File: src/rtl/multi_channel_go_fsm.sv
// multi_channel_go_fsm: per-channel glitch-filtered go tracker with arm/hold qualification and active timeout.
module multi_channel_go_fsm #(
    parameter int CHANNELS       = 4,
    parameter int ARM_CYCLES     = 2,
    parameter int HOLD_CYCLES    = 3,
    parameter int TIMEOUT_CYCLES = 10,
    parameter int CNT_W          = 8
) (
    input  logic                               clk,
    input  logic                               reset,
    input  logic                               clear,
    input  logic [CHANNELS-1:0]                go,
    output logic [CHANNELS-1:0]                state,
    output logic [CHANNELS-1:0]                rise,
    output logic [CHANNELS-1:0]                fault,
    output logic [$clog2(CHANNELS+1)-1:0]      active_count
);
    typedef enum logic [2:0] {IDLE, ARM, ACTIVE, HOLD, FAULT} st_t;

    st_t                 st_q  [CHANNELS];
    st_t                 st_d  [CHANNELS];
    logic [CNT_W-1:0]    cnt_q [CHANNELS];
    logic [CNT_W-1:0]    cnt_d [CHANNELS];
    logic [CNT_W-1:0]    tmr_q [CHANNELS];
    logic [CNT_W-1:0]    tmr_d [CHANNELS];
    logic [CHANNELS-1:0] rise_q;
    logic [CHANNELS-1:0] rise_d;

    always_ff @(posedge clk or posedge reset) begin
        if (reset) begin
            for (int i = 0; i < CHANNELS; i++) begin
                st_q[i]  <= IDLE;
                cnt_q[i] <= '0;
                tmr_q[i] <= '0;
            end
            rise_q <= '0;
        end else begin
            for (int i = 0; i < CHANNELS; i++) begin
                st_q[i]  <= st_d[i];
                cnt_q[i] <= cnt_d[i];
                tmr_q[i] <= tmr_d[i];
            end
            rise_q <= rise_d;
        end
    end

    always_comb begin
        rise_d = '0;
        for (int i = 0; i < CHANNELS; i++) begin
            st_d[i]  = st_q[i];
            cnt_d[i] = cnt_q[i];
            tmr_d[i] = tmr_q[i];
            if (clear) begin
                st_d[i]  = IDLE;
                cnt_d[i] = '0;
                tmr_d[i] = '0;
            end else if (TIMEOUT_CYCLES > 0 && (st_q[i] == ACTIVE || st_q[i] == HOLD) &&
                         tmr_q[i] == CNT_W'(TIMEOUT_CYCLES)) begin
                st_d[i]  = FAULT;
                cnt_d[i] = '0;
                tmr_d[i] = '0;
            end else begin
                case (st_q[i])
                    IDLE: begin
                        if (go[i] && ARM_CYCLES == 1) begin
                            st_d[i]   = ACTIVE;
                            tmr_d[i]  = CNT_W'(1);
                            rise_d[i] = 1'b1;
                        end else if (go[i]) begin
                            st_d[i]  = ARM;
                            cnt_d[i] = CNT_W'(1);
                        end
                    end
                    ARM: begin
                        if (!go[i]) begin
                            st_d[i]  = IDLE;
                            cnt_d[i] = '0;
                        end else if (cnt_q[i] + CNT_W'(1) == CNT_W'(ARM_CYCLES)) begin
                            st_d[i]   = ACTIVE;
                            cnt_d[i]  = '0;
                            tmr_d[i]  = CNT_W'(1);
                            rise_d[i] = 1'b1;
                        end else begin
                            cnt_d[i] = cnt_q[i] + CNT_W'(1);
                        end
                    end
                    ACTIVE: begin
                        tmr_d[i] = (tmr_q[i] < CNT_W'(TIMEOUT_CYCLES)) ? tmr_q[i] + CNT_W'(1) : tmr_q[i];
                        if (!go[i] && HOLD_CYCLES == 1) begin
                            st_d[i]  = IDLE;
                            tmr_d[i] = '0;
                        end else if (!go[i]) begin
                            st_d[i]  = HOLD;
                            cnt_d[i] = CNT_W'(1);
                        end
                    end
                    HOLD: begin
                        tmr_d[i] = (tmr_q[i] < CNT_W'(TIMEOUT_CYCLES)) ? tmr_q[i] + CNT_W'(1) : tmr_q[i];
                        if (go[i]) begin
                            st_d[i]  = ACTIVE;
                            cnt_d[i] = '0;
                        end else if (cnt_q[i] + CNT_W'(1) == CNT_W'(HOLD_CYCLES)) begin
                            st_d[i]  = IDLE;
                            cnt_d[i] = '0;
                            tmr_d[i] = '0;
                        end else begin
                            cnt_d[i] = cnt_q[i] + CNT_W'(1);
                        end
                    end
                    FAULT: st_d[i] = go[i] ? FAULT : IDLE;
                    default: begin
                        st_d[i]  = IDLE;
                        cnt_d[i] = '0;
                        tmr_d[i] = '0;
                    end
                endcase
            end
            // With timeout disabled the timer never leaves zero.
            if (TIMEOUT_CYCLES == 0) tmr_d[i] = '0;
        end
    end

    always_comb begin
        active_count = '0;
        for (int i = 0; i < CHANNELS; i++) begin
            state[i]     = (st_q[i] == ACTIVE) || (st_q[i] == HOLD);
            fault[i]     = (st_q[i] == FAULT);
            active_count = active_count + ($clog2(CHANNELS+1))'(state[i]);
        end
    end

    assign rise = rise_q;
endmodule

File: config.mk
export PLATFORM = sky130hd
export DESIGN_NAME = multi_channel_go_fsm
export DESIGN_NICKNAME = d
export VERILOG_FILES = /design/src/rtl/multi_channel_go_fsm.sv
export SDC_FILE = /design/constraint.sdc
export NUM_CORES = 1
export LEC_CHECK = 0
export CAP_MARGIN = 20
export CELL_PAD_IN_SITES_DETAIL_PLACEMENT = 0
export CELL_PAD_IN_SITES_GLOBAL_PLACEMENT = 1
export CORE_UTILIZATION = 43
export DETAILED_ROUTE_END_ITERATION = 7
export GPL_ROUTABILITY_DRIVEN = 1
export MAX_ROUTING_LAYER = met4
export PLACE_DENSITY = 0.81
export SLEW_MARGIN = 20
export SYNTH_ARGS = -nofsm -noshare
export SYNTH_HDL_FRONTEND = slang
export SYNTH_SLANG_ARGS = --single-unit
File: constraint.sdc
create_clock -name clk -period 2.5 [get_ports clk]
set_clock_uncertainty 0.2 [all_clocks]
set_input_delay 0.25 -clock clk [delete_from_list [all_inputs] [get_ports clk]]
set_output_delay 0.25 -clock clk [all_outputs]
set_load 0.05 [all_outputs]
==> results of run 1 <==
-- cell families (layout without fill, tap and decap cells) --
kind of cell | count (synthesis) | count (layout) | share of synthesized area
AOI/OAI and AO/OA | 177 | 177 | 0.255
and+or+nand+nor | 241 | 241 | 0.240
adders and majority gates | 23 | 23 | 0.0559
buffers and inverters | 65 | 146 | 0.0476
xor gates and xnor gates | 14 | 14 | 0.0232
DFF | 80 | 80 | 0.379
-- where the power goes --
part | leakage (nW) | internal, W | switching [W]
clock | 0.139 | 0.000795 | 0.000537
combinational | 1.75 | 0.000270 | 0.000375
sequential | 1.10 | 0.00133 | 0.0000585
total | 2.99 | 0.00239 | 0.000971
-- cell usage in the layout, fill, tap and decap left out, types with 9 or more instances in the layout --
master,count
a21oi_1,18
and3_1,9
buf_4,73
clkbuf_16,9
clkdlybuf4s50_1,12
dfrtp_1,77
ha_1,17
inv_1,32
nand2_1,54
nand2b_1,10
nand3_1,23
nand4_1,12
nor2_1,37
nor2b_1,25
nor3_1,15
nor4_1,10
o21ai_0,46
o31ai_1,12
-- state kept, by name, indices dropped and copies added (netlist names) --
register,flops
cnt_q,32
tmr_q,32
st_q,12
rise,4
-- routing by layer --
| layer | up-vias | GRT usage | part of all wire | routed length (um) |
|---|---|---|---|---|
| met4 | 0 | 0.0886 | 0.019 | 250 |
| met3 | 27 | 0.0380 | 0.025 | 326 |
| met5 | - | - | 0 | 0 |
| li1 | 2370 | - | - | - |
| met1 | 2374 | 0.285 | 0.48 | 6270 |
| met2 | 67 | 0.336 | 0.47 | 6140 |
-- path summary, 6_finish.rpt --
path,to,slack (ns),depth (start not counted)
min reg2reg,tmr_q[4],0.30,1
min in group clk,tmr_q[4],0.30,1
max,active_count[1],-0.03,7
min,rise[3],0.18,2
max reg2reg,tmr_q[26],0.02,9
max in group asynchronous,rise[1],1.30,3
-- critical path, cell delays in order (launching register included) --
cell and delay [ns]:
dfrtp_1 0.41, nor2b_4 0.15, inv_4 0.06, fa_1 0.52, inv_2 0.05, ha_4 0.15, ha_4 0.27, buf_12 0.13
-- area by class of cell --
class	count	area, um^2	area share
multi-input cells	455	3300	0.490
inverters	36	141	0.0210
clock buffers	12	246	0.0366
repair buffers	95	822	0.122
flip-flops and latches	80	2010	0.297
well taps	147	184	0.0273
clock inverters	3	42.5	0.00631
-- cells in the mapped netlist (4+ instances only) --
library cell,number,share of area
a211o_1,8,0.013
a211oi_1,4,0.0057
a21bo_2,4,0.0076
a21o_1,7,0.0099
a21oi_1,20,0.019
a311oi_1,5,0.0083
a31oi_1,10,0.012
and2_1,8,0.0095
and3_1,10,0.012
and4_1,4,0.0066
buf_2,5,0.0047
clkbuf_1,21,0.015
dfrtp_1,80,0.38
ha_1,22,0.052
inv_1,36,0.026
nand2_1,54,0.038
nand2b_1,10,0.012
nand3_1,23,0.022
nand3b_1,8,0.011
nand4_1,12,0.014
nor2_1,40,0.028
nor2b_1,28,0.033
nor3_1,16,0.015
nor3b_1,4,0.0057
nor4_1,10,0.012
o2111ai_1,5,0.0083
o21ai_0,46,0.044
o31ai_1,12,0.017
or3_1,4,0.0047
or4_1,4,0.0057
xnor2_1,8,0.013
xor2_1,6,0.0099
-- what timing repair did --
| action | in CTS | in global routing |
|---|---|---|
| setup endpoints to repair | 21 | 53 |
| pin swaps | 5 | 15 |
| setup buffers | 9 | 6 |
| resized for setup | 12 | 39 |
-- through the flow --
stage	setup slack, ns	power, W	util
2_1_floorplan	0.0360	0.00177	-
5_1_grt	-0.0845	0.00352	0.561
4_1_cts	-0.0533	0.00336	0.540
6_report	-0.0274	0.00337	0.561
3_5_place_dp	-0.0559	0.00200	0.507
3_3_place_gp	0.0174	0.00199	0.507
==> results.json, run 1 <==
{
  "worst_slack_ns": -0.0274,
  "arrival_ns": 2.08,
  "grt_util_all_layers": 0.218,
  "dieWidth_um": 113,
  "status": "finished with violations",
  "clock_path_buffers": 2,
  "cts_buffers": 9,
  "num_antenna_cells": 0,
  "clk_latency_ns": 0.35,
  "drtAntennaViolNets": 0,
  "placed_cells_incl_taps": 798,
  "hold_path_class": "primary input to asynchronous set/reset pin",
  "fp.dieArea_mm2": 0.0127,
  "overflow": 0,
  "core_mm2": 0.0120,
  "placed_area_mm2": 0.00609,
  "cp-end-kind": "output pin",
  "setup_viol": 1,
  "dp_hpwl_um": 8960,
  "htreeDepth": 3,
  "tightest_slew_ns": 0.769,
  "grt_start_max_net_pins": 34,
  "cts_root_buf": "clkbuf_16",
  "period_share": 1.01,
  "r2r_start": "cnt_q[25]",
  "routed_wl_um": 13000,
  "vias_per_cell": 5.84,
  "cp-startpoint": "st_q[11]",
  "synth_edf_count": 0,
  "leakage_nw": 2.99,
  "tritoncts": "done",
  "max-cap-violations": 0,
  "path_clk_slew_ns": 0.06,
  "rsz0062_at_grt": "yes",
  "io_pins": 22,
  "fin_area_mm2": 0.00674,
  "failed_checks": "setup timing",
  "nets": 707,
  "initial_core_util": 0.440,
  "yosysWarnings": 0,
  "final_cells": 828,
  "clock.fmax_ghz": 0.396,
  "portBuffers": 21,
  "drt_iter0_drc": 219,
  "slew_headroom": 0.487,
  "ir_worst_vdd_v": 0.000313,
  "cp_max_fo": 2,
  "area_growth_pct": 27.6,
  "cts_num_sinks": 80,
  "ys_ff_latch": 80,
  "drive_above_1_share": 0.226,
  "dr.pass1.iters": 4,
  "synth_ff_type": "dfrtp_1",
  "async_flop_share": 1.00,
  "path_class": "flip-flop to output pin",
  "drv_slew": 0,
  "finalHoldViolCount": 0,
  "power_density_mw_per_mm2": 499,
  "placementRows": 40,
  "required_ns": 2.05,
  "ys_types": 74,
  "hold_buffers": 0,
  "seq_area_frac_synth": 0.379,
  "hold_slack_ns": 0.181,
  "drc": 0,
  "fin_setup_tns_ns": -0.0274,
  "antenna_found_initial": 0,
  "fillerInstances": 1069,
  "syn_inst": 600,
  "routedWlPerCell_um": 15.7,
  "netlist_area_mm2": 0.00529,
  "vias": 4838,
  "die_h_um": 113,
  "synthesis.nets": 630,
  "post-route-min-period_ns": 2.53,
  "grt_pass1_vias": 4691,
  "gp_congestion": 0.835,
  "grt_pass1_wl_um": 21600,
  "cp-start-kind": "flip-flop",
  "avgSynthCellArea_um2": 8.81
}
Note: power is estimated with default switching activity, not from simulation.
==> run 2, diff against run 1 <==
--- a/config.mk
+++ b/config.mk
@@ -8,6 +8,7 @@
 export CAP_MARGIN = 20
 export CELL_PAD_IN_SITES_DETAIL_PLACEMENT = 0
 export CELL_PAD_IN_SITES_GLOBAL_PLACEMENT = 1
+export CORE_MARGIN = 5
 export CORE_UTILIZATION = 43
 export DETAILED_ROUTE_END_ITERATION = 7
 export GPL_ROUTABILITY_DRIVEN = 1
==> run 2 against run 1 <==
Compared with the run above:
- the flow still finishes with violations (setup timing)
- worst hold slack got worse by 0.0097 ns
- register-to-register slack got worse by 0.03 ns
- sequential share of layout area fell by 0.34 points
- combinational power rose by 0.9%
- critical path depth did not move
- die area rose by 15%
- flip-flop and latch count did not move
- total power rose by 1.5%
- global-route usage fell by 3.7 points
- via count fell by 0.25%
- largest cell class unchanged
==> results.json, run 2 (synthesis results as in run 1) <==
{
  "leakage_nw": 3.02,
  "cts_buffers": 9,
  "grt_pass1_wl_um": 21200,
  "routedWlPerCell_um": 15.5,
  "setup_viol": 2,
  "overflow": 0,
  "path_clk_slew_ns": 0.06,
  "clock.fmax_ghz": 0.395,
  "grt_util_all_layers": 0.181,
  "clock_path_buffers": 2,
  "routed_wl_um": 12900,
  "max-cap-violations": 0,
  "gp_congestion": 0.853,
  "finalHoldViolCount": 0,
  "period_share": 1.01,
  "dp_slack_ns": -0.0969,
  "layout_commonest_cell": "buf_4",
  "status": "finished with violations",
  "power_w": 0.00342,
  "failed_checks": "setup timing",
  "dp_hpwl_um": 8870,
  "clk_latency_ns": 0.34,
  "path_delay_family": "adder cells",
  "required_ns": 2.05,
  "power_density_mw_per_mm2": 500,
  "fin_setup_tns_ns": -0.0408,
  "hold_slack_ns": 0.171,
  "fp.dieArea_mm2": 0.0146,
  "cp-startpoint": "st_q[11]",
  "layout_common_cells": "buf_4, dfrtp_1, nand2_1, o21ai_0, nor2_1",
  "path_class": "flip-flop to output pin",
  "ir_worst_vdd_v": 0.000339,
  "placementRows": 40,
  "path_cells": "nor2b_4 -> inv_4 -> fa_1 -> inv_1 -> ha_2 -> ha_4 -> buf_12",
  "area_growth_pct": 29.2,
  "largestRegisters": "cnt_q: 32 flops, tmr_q: 32 flops, st_q: 12 flops",
  "worst_slack_ns": -0.0320,
  "drv_slew": 0,
  "crit_buf_inv": 3,
  "cts_root_buf": "clkbuf_16",
  "portBuffers": 21,
  "fin_area_mm2": 0.00683,
  "hold_path_class": "primary input to asynchronous set/reset pin",
  "placed_area_mm2": 0.00608,
  "nets": 712,
  "core_mm2": 0.0120,
  "cp-end-kind": "output pin",
  "dieWidth_um": 121,
  "hold_buffers": 0,
  "grt_pass1_vias": 4496,
  "drtAntennaViolNets": 0,
  "critPathSlowestCell": "fa_1",
  "drt_iter0_drc": 347,
  "die_h_um": 121,
  "antenna_found_initial": 0,
  "io_pins": 22,
  "vias_per_cell": 5.79,
  "drc": 0,
  "cp-start-kind": "flip-flop",
  "dr.pass1.iters": 5,
  "arrival_ns": 2.08,
  "num_antenna_cells": 0,
  "rsz0062_at_grt": "yes",
  "r2r_start": "cnt_q[25]",
  "htreeDepth": 3,
  "post-route-min-period_ns": 2.53,
  "vias": 4826,
  "cts_num_sinks": 80,
  "slew_headroom": 0.409,
  "tritoncts": "done",
  "cp_max_fo": 2,
  "drive_above_1_share": 0.236,
  "initial_core_util": 0.440,
  "tightest_slew_ns": 0.876,
  "slowest_delay_ns": 0.50,
  "grt_start_max_net_pins": 81
}
run 2: timing repair:
action | 4_1_cts | 5_1_grt
gates resized for setup | 14 | 46
setup endpoints to repair | 19 | 54
setup buffers | 8 | 14
pin swaps | 3 | 21
run 2: metal layers:
layer / track usage / up-vias / routed length (um)
met3: 0.0214 / 17 / 390
met4: 0.0609 / 0 / 216
met5: - / - / 0
met2: 0.283 / 76 / 6090
li1: - / 2379 / -
met1: 0.245 / 2354 / 6200
run 2: final cells by class:
class,instances,area (um^2)
Sequential cell,80,2010
Tap cell,147,184
Fill cell,1036,5180
Inverter,36,141
Multi-Input combinational cell,455,3330
Timing Repair Buffer,100,858
Clock buffer,12,267
Clock inverter,3,40.0
run 2: worst reg2reg max path: stages (launching register included):
cell       delay [ns]
dfrtp_2          0.41
and4_4           0.27
nand4_1          0.25
a2111oi_4        0.63
buf_4            0.21
buf_4            0.11
o21ai_0          0.08
a32o_1           0.23
run 2: through the flow:
step	std cells	utilization
finish	833	0.569
global route	833	0.569
CTS	821	0.541
detailed placement	798	0.507
global placement	798	0.507
floorplan	600	-
run 2: report_power, final:
part / switching, W / internal (W) / total, W
logic: 0.000383 / 0.000267 / 0.000651
registers: 0.0000534 / 0.00133 / 0.00138
clock network: 0.000534 / 0.000847 / 0.00138
run 2: worst paths after layout:
| path | end | slack, ns | cells after the start |
|---|---|---|---|
| max in group asynchronous | cnt_q[30] | 1.56 | 3 |
| worst max-delay path | active_count[1] | -0.03 | 7 |
| min in group clk | tmr_q[7] | 0.31 | 1 |
| worst max register to register | cnt_q[25] | -0.01 | 7 |
| worst min-delay path | cnt_q[25] | 0.17 | 3 |
| worst min register to register | tmr_q[7] | 0.31 | 1 |
==> run 3, diff against run 2 <==
--- a/config.mk
+++ b/config.mk
@@ -8,12 +8,12 @@
 export CAP_MARGIN = 20
 export CELL_PAD_IN_SITES_DETAIL_PLACEMENT = 0
 export CELL_PAD_IN_SITES_GLOBAL_PLACEMENT = 1
-export CORE_MARGIN = 5
-export CORE_UTILIZATION = 43
+export CORE_MARGIN = 2
+export CORE_UTILIZATION = 51
 export DETAILED_ROUTE_END_ITERATION = 7
 export GPL_ROUTABILITY_DRIVEN = 1
 export MAX_ROUTING_LAYER = met4
-export PLACE_DENSITY = 0.81
+export PLACE_DENSITY = 0.9
 export SLEW_MARGIN = 20
 export SYNTH_ARGS = -nofsm -noshare
 export SYNTH_HDL_FRONTEND = slang
==> constraint.sdc (replaced) <==
create_clock -name clk -period 3.3 [get_ports clk]
set_clock_uncertainty 0.2 [all_clocks]
set_input_delay 0.33 -clock clk [delete_from_list [all_inputs] [get_ports clk]]
set_output_delay 0.33 -clock clk [all_outputs]
set_load 0.05 [all_outputs]
==> run 3 against run 2 <==
Compared with the run above:
- the flow now finishes without violations
- non-clock buffer count down 68
- worst setup slack better by 0.21 ns
- count of clock-buffer cells in the layout up 1
- die area down 23%
- cell count down 9.5%
- critical path type unchanged
- critical endpoint unchanged
==> results.json, run 3 (synthesis results as in run 1) <==
{
  "dr.pass1.iters": 5,
  "overflow": 0,
  "cts_root_buf": "clkbuf_8",
  "max-cap-violations": 0,
  "largestRegisters": "cnt_q: 32 flops, tmr_q: 32 flops, st_q: 12 flops",
  "grt_pass1_wl_um": 19600,
  "finalHoldViolCount": 0,
  "slowest_delay_ns": 0.56,
  "fp.dieArea_mm2": 0.0112,
  "met2RoutedLength_um": 5490,
  "ir_worst_vdd_v": 0.000285,
  "drive_above_1_share": 0.0890,
  "status": "finished, final reports clean",
  "area_growth_pct": 11.5,
  "routedWlPerCell_um": 15.1,
  "path_class": "flip-flop to output pin",
  "routed-wl-met3_um": 480,
  "portBuffers": 21,
  "required_ns": 2.77,
  "tightest_slew_ns": 0.962,
  "topRoutingLayerUsed": "met4",
  "grt_util_all_layers": 0.223,
  "drt-met1-wl_um": 5220,
  "post-route-min-period_ns": 3.12,
  "postCtsSetupBuffers": 0,
  "layout_commonest_cell": "dfrtp_1",
  "setup_viol": 0,
  "drc": 0,
  "hold_buffers": 0,
  "grt_pass1_vias": 4252,
  "final_cells": 754,
  "critPathSlowestCell": "dfrtp_1",
  "vias_per_cell": 6.00,
  "htreeDepth": 3,
  "power_density_mw_per_mm2": 392,
  "initial_core_util": 0.519,
  "cts_num_sinks": 80,
  "drtAntennaViolNets": 0,
  "placementRows": 37,
  "cts_resized": 0,
  "core_mm2": 0.0102,
  "dp_hpwl_um": 8130,
  "fin_setup_tns_ns": 0,
  "hold_path_class": "primary input to asynchronous set/reset pin",
  "drt_iter0_drc": 197,
  "dieWidth_um": 106,
  "clock_path_buffers": 2,
  "cp_max_fo": 13,
  "placed_cells_incl_taps": 739,
  "period_share": 0.946,
  "gp_congestion": 0.855,
  "vias": 4524,
  "io_pins": 22,
  "path_cells": "nor2b_2 -> inv_1 -> fa_1 -> inv_1 -> ha_1 -> ha_1 -> buf_12",
  "routed_wl_um": 11400,
  "tritoncts": "done",
  "cp-start-kind": "flip-flop",
  "slew_headroom": 0.351,
  "rsz0062_at_grt": "no",
  "layout_common_cells": "dfrtp_1, nand2_1, o21ai_0, nor2_1, inv_1",
  "grt_start_max_net_pins": 53,
  "drv_slew": 0,
  "die_h_um": 106,
  "num_antenna_cells": 0,
  "nets": 644,
  "clk_latency_ns": 0.36,
  "antenna_found_initial": 0,
  "arrival_ns": 2.59,
  "clock.fmax_ghz": 0.320,
  "cp-end-kind": "output pin",
  "cts_buffers": 9,
  "leakage_nw": 2.59,
  "path_clk_slew_ns": 0.08
}
## run 3: cell count changes in the layout (fill, tap and decap cells not counted), sizes merged
cell,previous run,this run
bufinv,1,2
dlymetal6s2s,1,0
dlygate4sd2,3,0
clkinv,2,1
clkdlybuf4s50,13,18
clkinvlp,1,0
buf,83,14
clkbuf,12,13
## run 3: worst max-delay path, delay by kind of cell (launching register included)
kind	cells	cell delay [ns]
fa+ha+maj	3	1.03
buf+inv	3	0.35
simple gates	1	0.28
flops	1	0.56
## run 3: worst paths after layout
path / startpoint / end / slack, ns / cells past startpoint
max in group asynchronous: reset / st_q[8] / 1.89 / 3
max: st_q[1] / active_count[1] / 0.18 / 7
min in group clk: tmr_q[4] / tmr_q[4] / 0.30 / 1
max reg2reg: cnt_q[16] / tmr_q[20] / 0.52 / 7
min: reset / rise[2] / 0.25 / 2
min reg2reg: tmr_q[4] / tmr_q[4] / 0.30 / 1
## run 3: metrics by stage
stage	area (um^2)	power [W]	worst slack, ns	util	hold WS [ns]
finish	5890	0.00231	0.178	0.579	0.254
global placement	5650	0.00145	0.609	0.555	0.282
floorplan	5290	0.00134	0.0785	-	0.265
global route	5890	0.00242	0.0330	0.579	0.317
CTS	5890	0.00234	0.173	0.579	0.277
detailed placement	5650	0.00146	0.529	0.555	0.290
## run 3: area by class of cell
class / instances / area (um^2)
Timing Repair Buffer: 32 / 310
Multi-Input combinational cell: 455 / 3030
Fill cell: 911 / 4290
Inverter: 36 / 136
Clock buffer: 13 / 179
Sequential cell: 80 / 2000
Clock inverter: 2 / 60.1
Tap cell: 136 / 170
## run 3: power by group
group	switching [W]	internal [W]
Combinational	0.000226	0.000139
Clock	0.000362	0.000505
Sequential	0.0000684	0.00101
## run 3: per-layer routing
layer,vias up,track usage
li1,2239,-
met1,2171,0.282
met2,97,0.353
met3,17,0.0550
met4,0,0.0714
met5,-,-
